--- config.mk ---
export PLATFORM = sky130hd
export DESIGN_NAME = sonar_frame_tx
export DESIGN_NICKNAME = d
export VERILOG_FILES = /design/src/rtl/sonar_frame_tx.sv
export SDC_FILE = /design/constraint.sdc
export NUM_CORES = 1
export LEC_CHECK = 0
export BUFFER_PORTS_ARGS = -buffer_cell sky130_fd_sc_hd__buf_4
export CELL_PAD_IN_SITES_DETAIL_PLACEMENT = 1
export CELL_PAD_IN_SITES_GLOBAL_PLACEMENT = 1
export CORE_UTILIZATION = 53
export CTS_CLUSTER_SIZE = 8
export DETAILED_ROUTE_END_ITERATION = 7
export HOLD_SLACK_MARGIN = 0.05
export PLACE_DENSITY_LB_ADDON = 0.1
export SLEW_MARGIN = 40
export SYNTH_ARGS = -nofsm -noshare
export SYNTH_HDL_FRONTEND = slang
export SYNTH_SLANG_ARGS = --single-unit
--- constraint.sdc ---
create_clock -name i_clk -period 4.9 [get_ports i_clk]
set_clock_uncertainty 0.2 [all_clocks]
set_input_delay 0.98 -clock i_clk [delete_from_list [all_inputs] [get_ports i_clk]]
set_output_delay 0.98 -clock i_clk [all_outputs]
set_load 0.01 [all_outputs]
--- src/rtl/sonar_frame_tx.sv ---
// Buffers echo measurements in a small FIFO and sends each one to the UART as
// a 5-byte checksummed frame: SYNC, angle, time hi, time lo, sum of bytes 1..3.
module sonar_frame_tx #(
  parameter int          DEPTH     = 4,
  parameter logic [7:0]  SYNC_BYTE = 8'hA5,
  parameter int          GAP_CYC   = 2
) (
  input  logic                     i_clk,
  input  logic                     i_rst_n,
  input  logic                     i_new_ready,
  input  logic [15:0]              i_time1,
  input  logic [3:0]               i_angle,
  input  logic                     i_txrdy,
  output logic                     o_wen,
  output logic [7:0]               o_data_out,
  output logic                     o_drop,
  output logic                     o_busy,
  output logic [$clog2(DEPTH):0]   o_fifo_count
);

  localparam int AW = $clog2(DEPTH);
  localparam int CW = AW + 1;
  localparam int GW = $clog2(GAP_CYC + 1);

  typedef enum logic [2:0] {IDLE, LOAD, WAIT_RDY, WRITE, GAP} state_t;

  state_t          r_state;
  logic [19:0]     r_mem [DEPTH];
  logic [AW-1:0]   r_wr_ptr;
  logic [AW-1:0]   r_rd_ptr;
  logic [CW-1:0]   r_count;
  logic            r_drop;
  logic [19:0]     r_frame;
  logic [7:0]      r_csum;
  logic [2:0]      r_idx;
  logic [GW-1:0]   r_gap;
  logic            r_wen;
  logic [7:0]      r_data;
  logic            r_busy;

  logic            w_full;
  logic            w_empty;
  logic            w_pop;
  logic            w_push;
  logic [7:0]      w_byte;

  assign w_full  = (r_count == CW'(DEPTH));
  assign w_empty = (r_count == '0);
  assign w_pop   = (r_state == IDLE) && !w_empty;
  // A pop in the same cycle frees a slot, so a push into a full FIFO still lands.
  assign w_push  = i_new_ready && (!w_full || w_pop);

  always_comb begin
    w_byte = SYNC_BYTE;
    case (r_idx)
      3'd0:    w_byte = SYNC_BYTE;
      3'd1:    w_byte = {4'h0, r_frame[19:16]};
      3'd2:    w_byte = r_frame[15:8];
      3'd3:    w_byte = r_frame[7:0];
      default: w_byte = r_csum;
    endcase
  end

  always_ff @(posedge i_clk) begin
    if (w_push) r_mem[r_wr_ptr] <= {i_angle, i_time1};
  end

  always_ff @(posedge i_clk) begin
    if (!i_rst_n) begin
      r_wr_ptr <= '0;
      r_rd_ptr <= '0;
      r_count  <= '0;
      r_drop   <= 1'b0;
    end else begin
      if (w_push) r_wr_ptr <= r_wr_ptr + AW'(1);
      if (w_pop)  r_rd_ptr <= r_rd_ptr + AW'(1);
      case ({w_push, w_pop})
        2'b10:   r_count <= r_count + CW'(1);
        2'b01:   r_count <= r_count - CW'(1);
        default: r_count <= r_count;
      endcase
      r_drop <= i_new_ready && w_full && !w_pop;
    end
  end

  always_ff @(posedge i_clk) begin
    if (!i_rst_n) begin
      r_state <= IDLE;
      r_wen   <= 1'b1;
      r_data  <= 8'h00;
      r_busy  <= 1'b0;
      r_frame <= '0;
      r_csum  <= 8'h00;
      r_idx   <= '0;
      r_gap   <= '0;
    end else begin
      r_wen <= 1'b1;
      case (r_state)
        IDLE: begin
          if (w_pop) begin
            r_frame <= r_mem[r_rd_ptr];
            r_idx   <= 3'd0;
            r_busy  <= 1'b1;
            r_state <= LOAD;
          end
        end
        LOAD: begin
          r_csum  <= {4'h0, r_frame[19:16]} + r_frame[15:8] + r_frame[7:0];
          r_state <= WAIT_RDY;
        end
        WAIT_RDY: begin
          if (i_txrdy) begin
            r_wen   <= 1'b0;
            r_data  <= w_byte;
            r_state <= WRITE;
          end
        end
        WRITE: begin
          r_gap   <= GW'(GAP_CYC);
          r_state <= GAP;
        end
        GAP: begin
          // The UART's TXRDY lags the write, so it is not trusted until the gap ends.
          if (r_gap <= GW'(1)) begin
            if (r_idx == 3'd4) begin
              r_busy  <= 1'b0;
              r_state <= IDLE;
            end else begin
              r_idx   <= r_idx + 3'd1;
              r_state <= WAIT_RDY;
            end
          end else begin
            r_gap <= r_gap - GW'(1);
          end
        end
        default: r_state <= IDLE;
      endcase
    end
  end

  assign o_wen        = r_wen;
  assign o_data_out   = r_data;
  assign o_drop       = r_drop;
  assign o_busy       = r_busy;
  assign o_fifo_count = r_count;

endmodule

==> results.toml, run 1 <==
[grt]
grt_pass1_wl_um = 21200
grt-ovfl-total = 0
use_met1_pct = 32.3
use_met2_pct = 43.0
grt_pass1_vias = 3920
grt_use_met3_pct = 5.38
antenna_found_initial = 0
grtUsageTotal_pct = 26.0
grt_most_used_layer = "met2"
grt_max_degree = 29

[logic_synthesis]
synthFlopType = "edfxtp_1"
synth_cells = 436
syn-cell-area_mm2 = 0.00568
yosysWarnings = 0
synth_fa_ha_area_share_pct = 6.53
ys_seq_elements = 134
synth_fp_nets = 486
ys_seq_area_share_pct = 61.4
synth_compound_area_share_pct = 9.48
synth_top_family_by_area = "simple AND/OR/NAND/NOR gates"
synth_edf_count = 80
synth_xor_area_share_pct = 1.48
yosys.area_share.simple_pct = 9.63
avgSynthCellArea_um2 = 13.0
yosysUniqueCellTypes = 50
synthMuxAreaShare_pct = 8.29
async_flop_share_pct = 0

[outcome]
outcome = "completed"

[cells_and_area]
seqCellArea_mm2 = 0.00348
final_common_cell = "edfxtp_1"
area_growth_pct = 16.9
drive_gt1_share_pct = 20.6
fill_cells = 1001
finalNetCount = 523
finalNonFillerCells = 622
n_antenna_cell = 0
multi_input_area_mm2 = 0.00201
layout_common_cells = "edfxtp_1 (80), nand2_1 (55), dfxtp_1 (53)"

[die]
fp.dieH_um = 105
row_count = 37
die_x_um = 105
die_area_mm2 = 0.0111
initial_core_util_pct = 54.7
core_mm2 = 0.0104
io_pins = 38

[worst_setup_path]
critical_path.top_delay_family = "simple AND/OR/NAND/NOR gates"
cp-start-kind = "register"
cp-end-kind = "register"
worstSetupPathType = "register to register"
arrival_ps = 3960
slowest_delay_ps = 740
reg2regPathDepth = 9
worst-path-buf-inv = 2
cp.required_ps = 5150
cp_max_fo = 24
crit_path_frequent_cell = "inv_1"
cp_cell_sequence = "nor3_1 -> nand2_1 -> inv_1 -> ha_1 -> inv_1 -> fa_1 -> xor2_1 -> or3_1 -> a21oi_1"
slowest_stage = "inv_1"
path_depth = 9

[min_path]
hp-class = "register to register"
hold_path_depth = 2

[sta]
layout_min_cycle_time_ps = 3710
tightest_slew_ps = 734
rsz0062_at_grt = "no"
finalCritPeriodShare_pct = 75.7
max_freq_ghz = 0.269
timing.final.hold_violations = 0
setup_viol = 0
max-slew-margin-rel_pct = 51.0
tns_ps = 0
slew_viol_final = 0

[route]
routed_wl_um = 13200
viasPerCell = 5.86
ant_nets = 0
drcViolationCount = 0
first_pass_iters = 4
drt-initial-drc-count = 153
num_vias = 3645
wl_per_cell_um = 21.2

[place]
place_congestion = 0.754
dp.cells = 590
io_buffers = 37
dp_hpwl_um = 8100

[clock_tree]
clkSlewWorstSetupHoldPaths_ps = 60
clockBufferDepth = 2
cts_sinks = 134
post_cts_buffers = 0
htree_levels = 4
cts_tree = "yes"
cts_buffers = 17
ctsResizeCount = 0
cts_hold_buf = 0
clk_latency_ps = 530
root_buffer = "clkbuf_8"

[power_and_ir_drop]
p_per_area_mw_per_mm2 = 570
max-vdd-ir-drop_mv = 0.340
power_leakage_nw = 2.38

[job]
maxCapViolCount = 0
-- sequential cells by signal, summed over array words and instances, names as in the netlist, 3 cells and up --
name,count
r_mem,80
r_frame,20
o_data_out,8
r_csum,8
o_fifo_count,3
r_idx,3
r_state,3
-- metrics by stage --
| step | cell area (µm²) | hold WS, ps | utilization [%] | setup WS, ps | power, mW |
|---|---|---|---|---|---|
| global route | 6640 | 301 | 64.0 | 900 | 3.96 |
| detailed placement | 6060 | 251 | 58.5 | 1210 | 2.53 |
| finish | 6640 | 263 | 64.0 | 1190 | 3.78 |
| CTS | 6640 | 259 | 64.0 | 1160 | 3.81 |
| floorplan | 5680 | 232 | - | 2230 | 2.23 |
| global placement | 6060 | 243 | 58.4 | 1410 | 2.47 |
-- kinds of logic after synthesis --
logic type	after synthesis
mux	22
compound gates	84
xor+xnor	8
flops	134
simple gates	115
fa+ha+maj	26
buf+inv	47
-- final timing paths --
kind / start / end / slack [ps]
hold / removal: r_csum[1] / r_csum[1] / 260
hold reg to reg: r_csum[1] / r_csum[1] / 260
setup reg to reg: r_state[2] / o_fifo_count[2] / 1190
setup / recovery: r_state[2] / o_fifo_count[2] / 1190
-- tightest hold or removal path: stages (launching register included) --
cell     delay [ps]
dfxtp_1         310
nand2_1          50
a21oi_1          50
-- area by class of cell --
class / instances / share of cell area (%)
Clock buffer: 18 / 6.30
Timing Repair Buffer: 40 / 4.52
Clock inverter: 14 / 2.34
Multi-Input combinational cell: 255 / 30.4
Tap cell: 136 / 2.56
Sequential cell: 134 / 52.5
Inverter: 25 / 1.41
-- metal layers --
layer,vias to the layer above,wire (µm)
li1,1682,-
met1,1846,5730
met2,82,6630
met3,35,377
met4,0,439
met5,-,0
-- synth_stat cells, types with 5 or more instances --
cell type | count | share of area (%)
a211oi_1 | 8 | 1.1
a21oi_1 | 32 | 2.8
and2_1 | 7 | 0.77
clkbuf_1 | 13 | 0.86
dfxtp_1 | 54 | 19
edfxtp_1 | 80 | 42
fa_1 | 6 | 2.1
ha_1 | 20 | 4.4
inv_1 | 25 | 1.7
mux4_2 | 20 | 7.9
nand2_1 | 55 | 3.6
nand3_1 | 5 | 0.44
nor2_1 | 19 | 1.3
o21ai_0 | 16 | 1.4
or3_1 | 7 | 0.77
-- power breakdown --
part / leakage [nW] / switching (mW) / internal (mW)
logic: 0.937 / 0.562 / 0.418
registers: 1.18 / 0.189 / 1.39
clock network: 0.264 / 0.495 / 0.727
(Power assumes the default switching activity.)
==> inputs of run 2 (changes only) <==
--- a/config.mk
+++ b/config.mk
@@ -8,7 +8,7 @@
 export BUFFER_PORTS_ARGS = -buffer_cell sky130_fd_sc_hd__buf_4
 export CELL_PAD_IN_SITES_DETAIL_PLACEMENT = 1
 export CELL_PAD_IN_SITES_GLOBAL_PLACEMENT = 1
-export CORE_UTILIZATION = 53
+export CORE_UTILIZATION = 49
 export CTS_CLUSTER_SIZE = 8
 export DETAILED_ROUTE_END_ITERATION = 7
 export HOLD_SLACK_MARGIN = 0.05
==> constraint.sdc (replaced) <==
create_clock -name i_clk -period 3.88 [get_ports i_clk]
set_clock_uncertainty 0.2 [all_clocks]
set_input_delay 0.776 -clock i_clk [delete_from_list [all_inputs] [get_ports i_clk]]
set_output_delay 0.776 -clock i_clk [all_outputs]
set_load 0.01 [all_outputs]
==> results.toml, run 2 (same netlist as run 1, synthesis figures left out) <==
[die]
die_area_mm2 = 0.0120
io_pins = 38
row_count = 38
core_mm2 = 0.0111
fp.dieH_um = 110
initial_core_util_pct = 51.2
die_x_um = 110

[cells_and_area]
layout_common_cells = "edfxtp_1 (80), nand2_1 (55), dfxtp_1 (53)"
final_common_cell = "edfxtp_1"
drive_gt1_share_pct = 20.2
n_antenna_cell = 0
fill_cells = 1099
largest_register_ffs = 80
top_regs = "r_mem: 80 flops, r_frame: 20 flops"
post-route-cell-area_mm2 = 0.00664
area_growth_pct = 17.0
top_register = "r_mem"
finalNetCount = 528

[route]
first_pass_iters = 5
drcViolationCount = 0
viasPerCell = 5.61
ant_nets = 0
routed_wl_um = 11600
drt-initial-drc-count = 176
num_vias = 3542
wl_per_cell_um = 18.5

[clock_tree]
clockBufferDepth = 2
cts_tree = "yes"
cts_buffers = 17
clk_latency_ps = 420
clkSlewWorstSetupHoldPaths_ps = 60
ctsResizeCount = 0
cts_sinks = 134
cts_hold_buf = 0
post_cts_buffers = 0
root_buffer = "clkbuf_16"
htree_levels = 4

[sta]
max-slew-margin-rel_pct = 55.5
setup_viol = 0
whs_ps = 259
tightest_slew_ps = 667
layout_min_cycle_time_ps = 3020
slew_viol_final = 0
tns_ps = 0
max_freq_ghz = 0.331
timing.final.hold_violations = 0
finalCritPeriodShare_pct = 77.8
rsz0062_at_grt = "no"

[grt]
grt_pass1_wl_um = 18800
grt_pass1_vias = 3675
grt_max_degree = 31
grtUsageTotal_pct = 21.8
grt-ovfl-total = 0
antenna_found_initial = 0

[worst_setup_path]
r2r-end = "o_fifo_count[2]"
worst-path-buf-inv = 2
arrival_ps = 3170
critical_path.top_delay_family = "simple AND/OR/NAND/NOR gates"
cp-start-kind = "register"
slowest_delay_ps = 500
cp-end-kind = "register"
slowest_stage = "nand2_1"
crit_path_frequent_cell = "inv_1"
cp.required_ps = 4030
cp_max_fo = 21
cp_cell_sequence = "nor3_1 -> nand2_1 -> inv_1 -> ha_1 -> inv_1 -> fa_1 -> xor2_1 -> or3_1 -> a21oi_1"
rrSetupSlack_ps = 860
worstSetupPathType = "register to register"
reg2regPathDepth = 9
regToRegStartpoint = "r_state[2]"

[power_and_ir_drop]
max-vdd-ir-drop_mv = 0.444
p_per_area_mw_per_mm2 = 694
power_leakage_nw = 2.39

[outcome]
outcome = "completed"

[min_path]
min_from = "r_csum[3]"
hp-class = "register to register"
holdPathEnd = "r_csum[3]"
hold_path_depth = 2

[place]
dpl_cell_area_mm2 = 0.00610
place_congestion = 0.804
dp_hpwl_um = 7940
io_buffers = 37

[job]
maxCapViolCount = 0
run 2: cell count changes in the layout (fill, tap and decap cells not counted), sizes merged:
cell,delta
bufinv,-1
buf,+5
clkinvlp,+1
inv,-1
clkbuf,-1
clkinv,+2
run 2: worst max-delay path by stage:
stage / startpoint / end / slack (ps) / depth (start not counted)
2_1_floorplan: r_state[2] / o_fifo_count[2] / 1310 / 10
3_3_place_gp: r_state[2] / o_fifo_count[2] / 990 / 9
3_5_place_dp: r_state[2] / o_fifo_count[2] / 880 / 9
4_1_cts: r_state[2] / o_fifo_count[2] / 800 / 9
5_1_grt: r_state[2] / o_fifo_count[2] / 610 / 9
6_report: r_state[2] / o_fifo_count[2] / 860 / 9
run 2: area by class of cell:
type                            count  area [µm²]  share of cell area, %
Clock buffer                       17         425                   6.41
Clock inverter                     15         115                   1.73
Inverter                           25        93.8                   1.41
Multi-Input combinational cell    255        2010                   30.3
Sequential cell                   134        3480                   52.5
Tap cell                          140         175                   2.64
Timing Repair Buffer               45         338                   5.09
run 2: where the power goes:
part	leakage [nW]	internal, mW	switching (mW)
sequential	1.18	1.76	0.219
combinational	0.961	0.528	0.652
clock	0.249	0.866	0.590
total	2.39	3.15	1.46
run 2: tightest hold or removal path: cells and delay by family (launching register included):
family / cells / cell delay [ps]
AND/OR/NAND/NOR: 1 / 50
AO/OA/AOI/OAI: 1 / 50
flip-flops: 1 / 310
run 2: per-stage QoR:
step	util [%]	worst slack, ps	cells	power [mW]
global route	60.0	612	631	4.89
detailed placement	55.1	875	599	3.20
finish	60.0	861	631	4.61
CTS	60.0	805	631	4.67
floorplan	-	1310	436	2.81
global placement	55.1	988	599	3.15
run 2: layer usage:
layer / vias to the layer above / track usage (%) / wire, µm
met5: - / 0 / 0
met4: 0 / 9.71 / 259
met3: 21 / 5.16 / 451
met2: 72 / 35.8 / 5660
met1: 1758 / 27.6 / 5270
li1: 1691 / - / -
==> inputs of run 3 (changes only) <==
--- a/config.mk
+++ b/config.mk
@@ -8,7 +8,7 @@
 export BUFFER_PORTS_ARGS = -buffer_cell sky130_fd_sc_hd__buf_4
 export CELL_PAD_IN_SITES_DETAIL_PLACEMENT = 1
 export CELL_PAD_IN_SITES_GLOBAL_PLACEMENT = 1
-export CORE_UTILIZATION = 49
+export CORE_UTILIZATION = 45
 export CTS_CLUSTER_SIZE = 8
 export DETAILED_ROUTE_END_ITERATION = 7
 export HOLD_SLACK_MARGIN = 0.05
==> constraint.sdc (replaced) <==
create_clock -name i_clk -period 2.45 [get_ports i_clk]
set_clock_uncertainty 0.2 [all_clocks]
set_input_delay 0.49 -clock i_clk [delete_from_list [all_inputs] [get_ports i_clk]]
set_output_delay 0.49 -clock i_clk [all_outputs]
set_load 0.01 [all_outputs]
==> results.toml, run 3 (same netlist as run 1, synthesis figures left out) <==
[route]
num_vias = 3670
drcViolationCount = 0
wl_per_cell_um = 18.6
drt-initial-drc-count = 191
ant_nets = 0
first_pass_iters = 4
viasPerCell = 5.33
routed_wl_um = 12800

[die]
core_mm2 = 0.0122
initial_core_util_pct = 46.7
fp.dieH_um = 114
die_area_mm2 = 0.0131
row_count = 40
die_x_um = 114
io_pins = 38

[worst_setup_path]
r2r-end = "r_csum[7]"
reg2regPathDepth = 8
cp.required_ps = 2560
cp_max_fo = 2
cp-start-kind = "register"
rrSetupSlack_ps = -30
arrival_ps = 2590
cp-end-kind = "register"
worstSetupPathType = "register to register"
regToRegStartpoint = "r_frame[17]"

[place]
dp_hpwl_um = 8620
dp.cells = 656
post-place-ws_ps = -56.3
io_buffers = 37
place_congestion = 0.776

[power_and_ir_drop]
p_per_area_mw_per_mm2 = 1140
max-vdd-ir-drop_mv = 0.649
power_leakage_nw = 2.59

[clock_tree]
root_buffer = "clkbuf_16"
cts_tree = "yes"
clkSlewWorstSetupHoldPaths_ps = 60
htree_levels = 4
post_cts_buffers = 0
cts_hold_buf = 0
clk_latency_ps = 420
cts_sinks = 134
clockBufferDepth = 2
cts_buffers = 17

[grt]
grt_use_met3_pct = 4.76
antenna_found_initial = 0
grt_pass1_wl_um = 21000
use_met1_pct = 27.8
grt_pass1_vias = 3939
use_met2_pct = 36.9
grtUsageTotal_pct = 21.9
grt-ovfl-total = 0
grt_max_degree = 24
grt_most_used_layer = "met2"

[min_path]
holdPathEnd = "r_mem[0][12]"
hp-class = "primary input to register"
hold_path_depth = 1
min_from = "i_time1[12]"

[sta]
layout_min_cycle_time_ps = 2480
setup_viol = 1
max-slew-margin-rel_pct = 66.5
slew_viol_final = 0
rsz0062_at_grt = "yes"
finalCritPeriodShare_pct = 101
timing.final.hold_violations = 0
max_freq_ghz = 0.403
layout_setup_ws_ps = -31.7
tightest_slew_ps = 502

[outcome]
outcome = "complete, but fails checks"
violations = "negative setup slack"

[cells_and_area]
drive_gt1_share_pct = 28.3
final_common_cell = "edfxtp_1"
finalNetCount = 557
layout_common_cells = "edfxtp_1 (80), buf_4 (73), nand2_1 (54)"
area_growth_pct = 24.3
n_antenna_cell = 0
finalNonFillerCells = 688
top_register = "r_mem"
top_regs = "r_mem: 80 flops, r_frame: 20 flops"
largest_register_ffs = 80

[job]
maxCapViolCount = 0
## run 3: cell count changes in the layout (fill, tap and decap cells not counted), moves of 3 or more
cell and change:
bufinv_16 +3, inv_1 -3, fa_2 +3, buf_4 +28
clkinvlp_4 -4, dfxtp_1 -3, fa_1 -3, inv_2 +3
## run 3: timing repair
action / CTS / global route
gates cloned: 0 / 0
pin swaps: 0 / 7
setup endpoints to repair: 3 / 3
gates resized for setup: 4 / 20
## run 3: worst max path at each step
| stage | slack (ps) | cells past startpoint | start | endpoint |
|---|---|---|---|---|
| floorplan | 3 | 10 | r_state[2] | o_fifo_count[2] |
| global placement | -8 | 8 | r_frame[1] | r_csum[7] |
| detailed placement | -60 | 8 | r_frame[1] | r_csum[7] |
| CTS | -7 | 8 | r_frame[1] | r_csum[7] |
| global route | -120 | 8 | r_frame[17] | r_csum[7] |
| finish | -30 | 8 | r_frame[17] | r_csum[7] |
## run 3: final cells by class
type,instances,area (µm²)
multi-input combinational,255,2080
tap,168,210
timing repair buffer,74,568
inverter,25,93.8
clock inverter,14,183
fill,1228,5110
clock buffer,18,429
sequential,134,3490
## run 3: critical path: stages, from the launching register on
cell and delay [ps]:
dfxtp_2 330, fa_1 540, ha_2 180, inv_2 50, fa_2 360, nand2b_4 150, a21o_1 170, a21o_1 160
a211o_1 240
## run 3: per-stage QoR
step	setup TNS, ps	total power, mW	utilization (%)	cell area, µm²	hold slack [ps]
floorplan	0	4.48	-	5680	232
global placement	-8.30	5.27	52.4	6370	242
detailed placement	-74.3	5.38	52.4	6370	252
CTS	-7.08	8.07	57.6	7000	55.1
global route	-190	8.52	58.0	7050	56.1
finish	-31.7	8.07	58.0	7050	70.9
## run 3: per-layer routing
metal / routed length, µm / up-vias
met5: 0 / -
met4: 180 / 0
met3: 475 / 13
met2: 6580 / 65
met1: 5530 / 1837
li1: - / 1755
## run 3: power by group
| part | internal [mW] | total [mW] | switching (mW) |
|---|---|---|---|
| Clock | 1.69 | 2.63 | 0.937 |
| Sequential | 2.79 | 3.05 | 0.265 |
| Combinational | 1.09 | 2.39 | 1.30 |
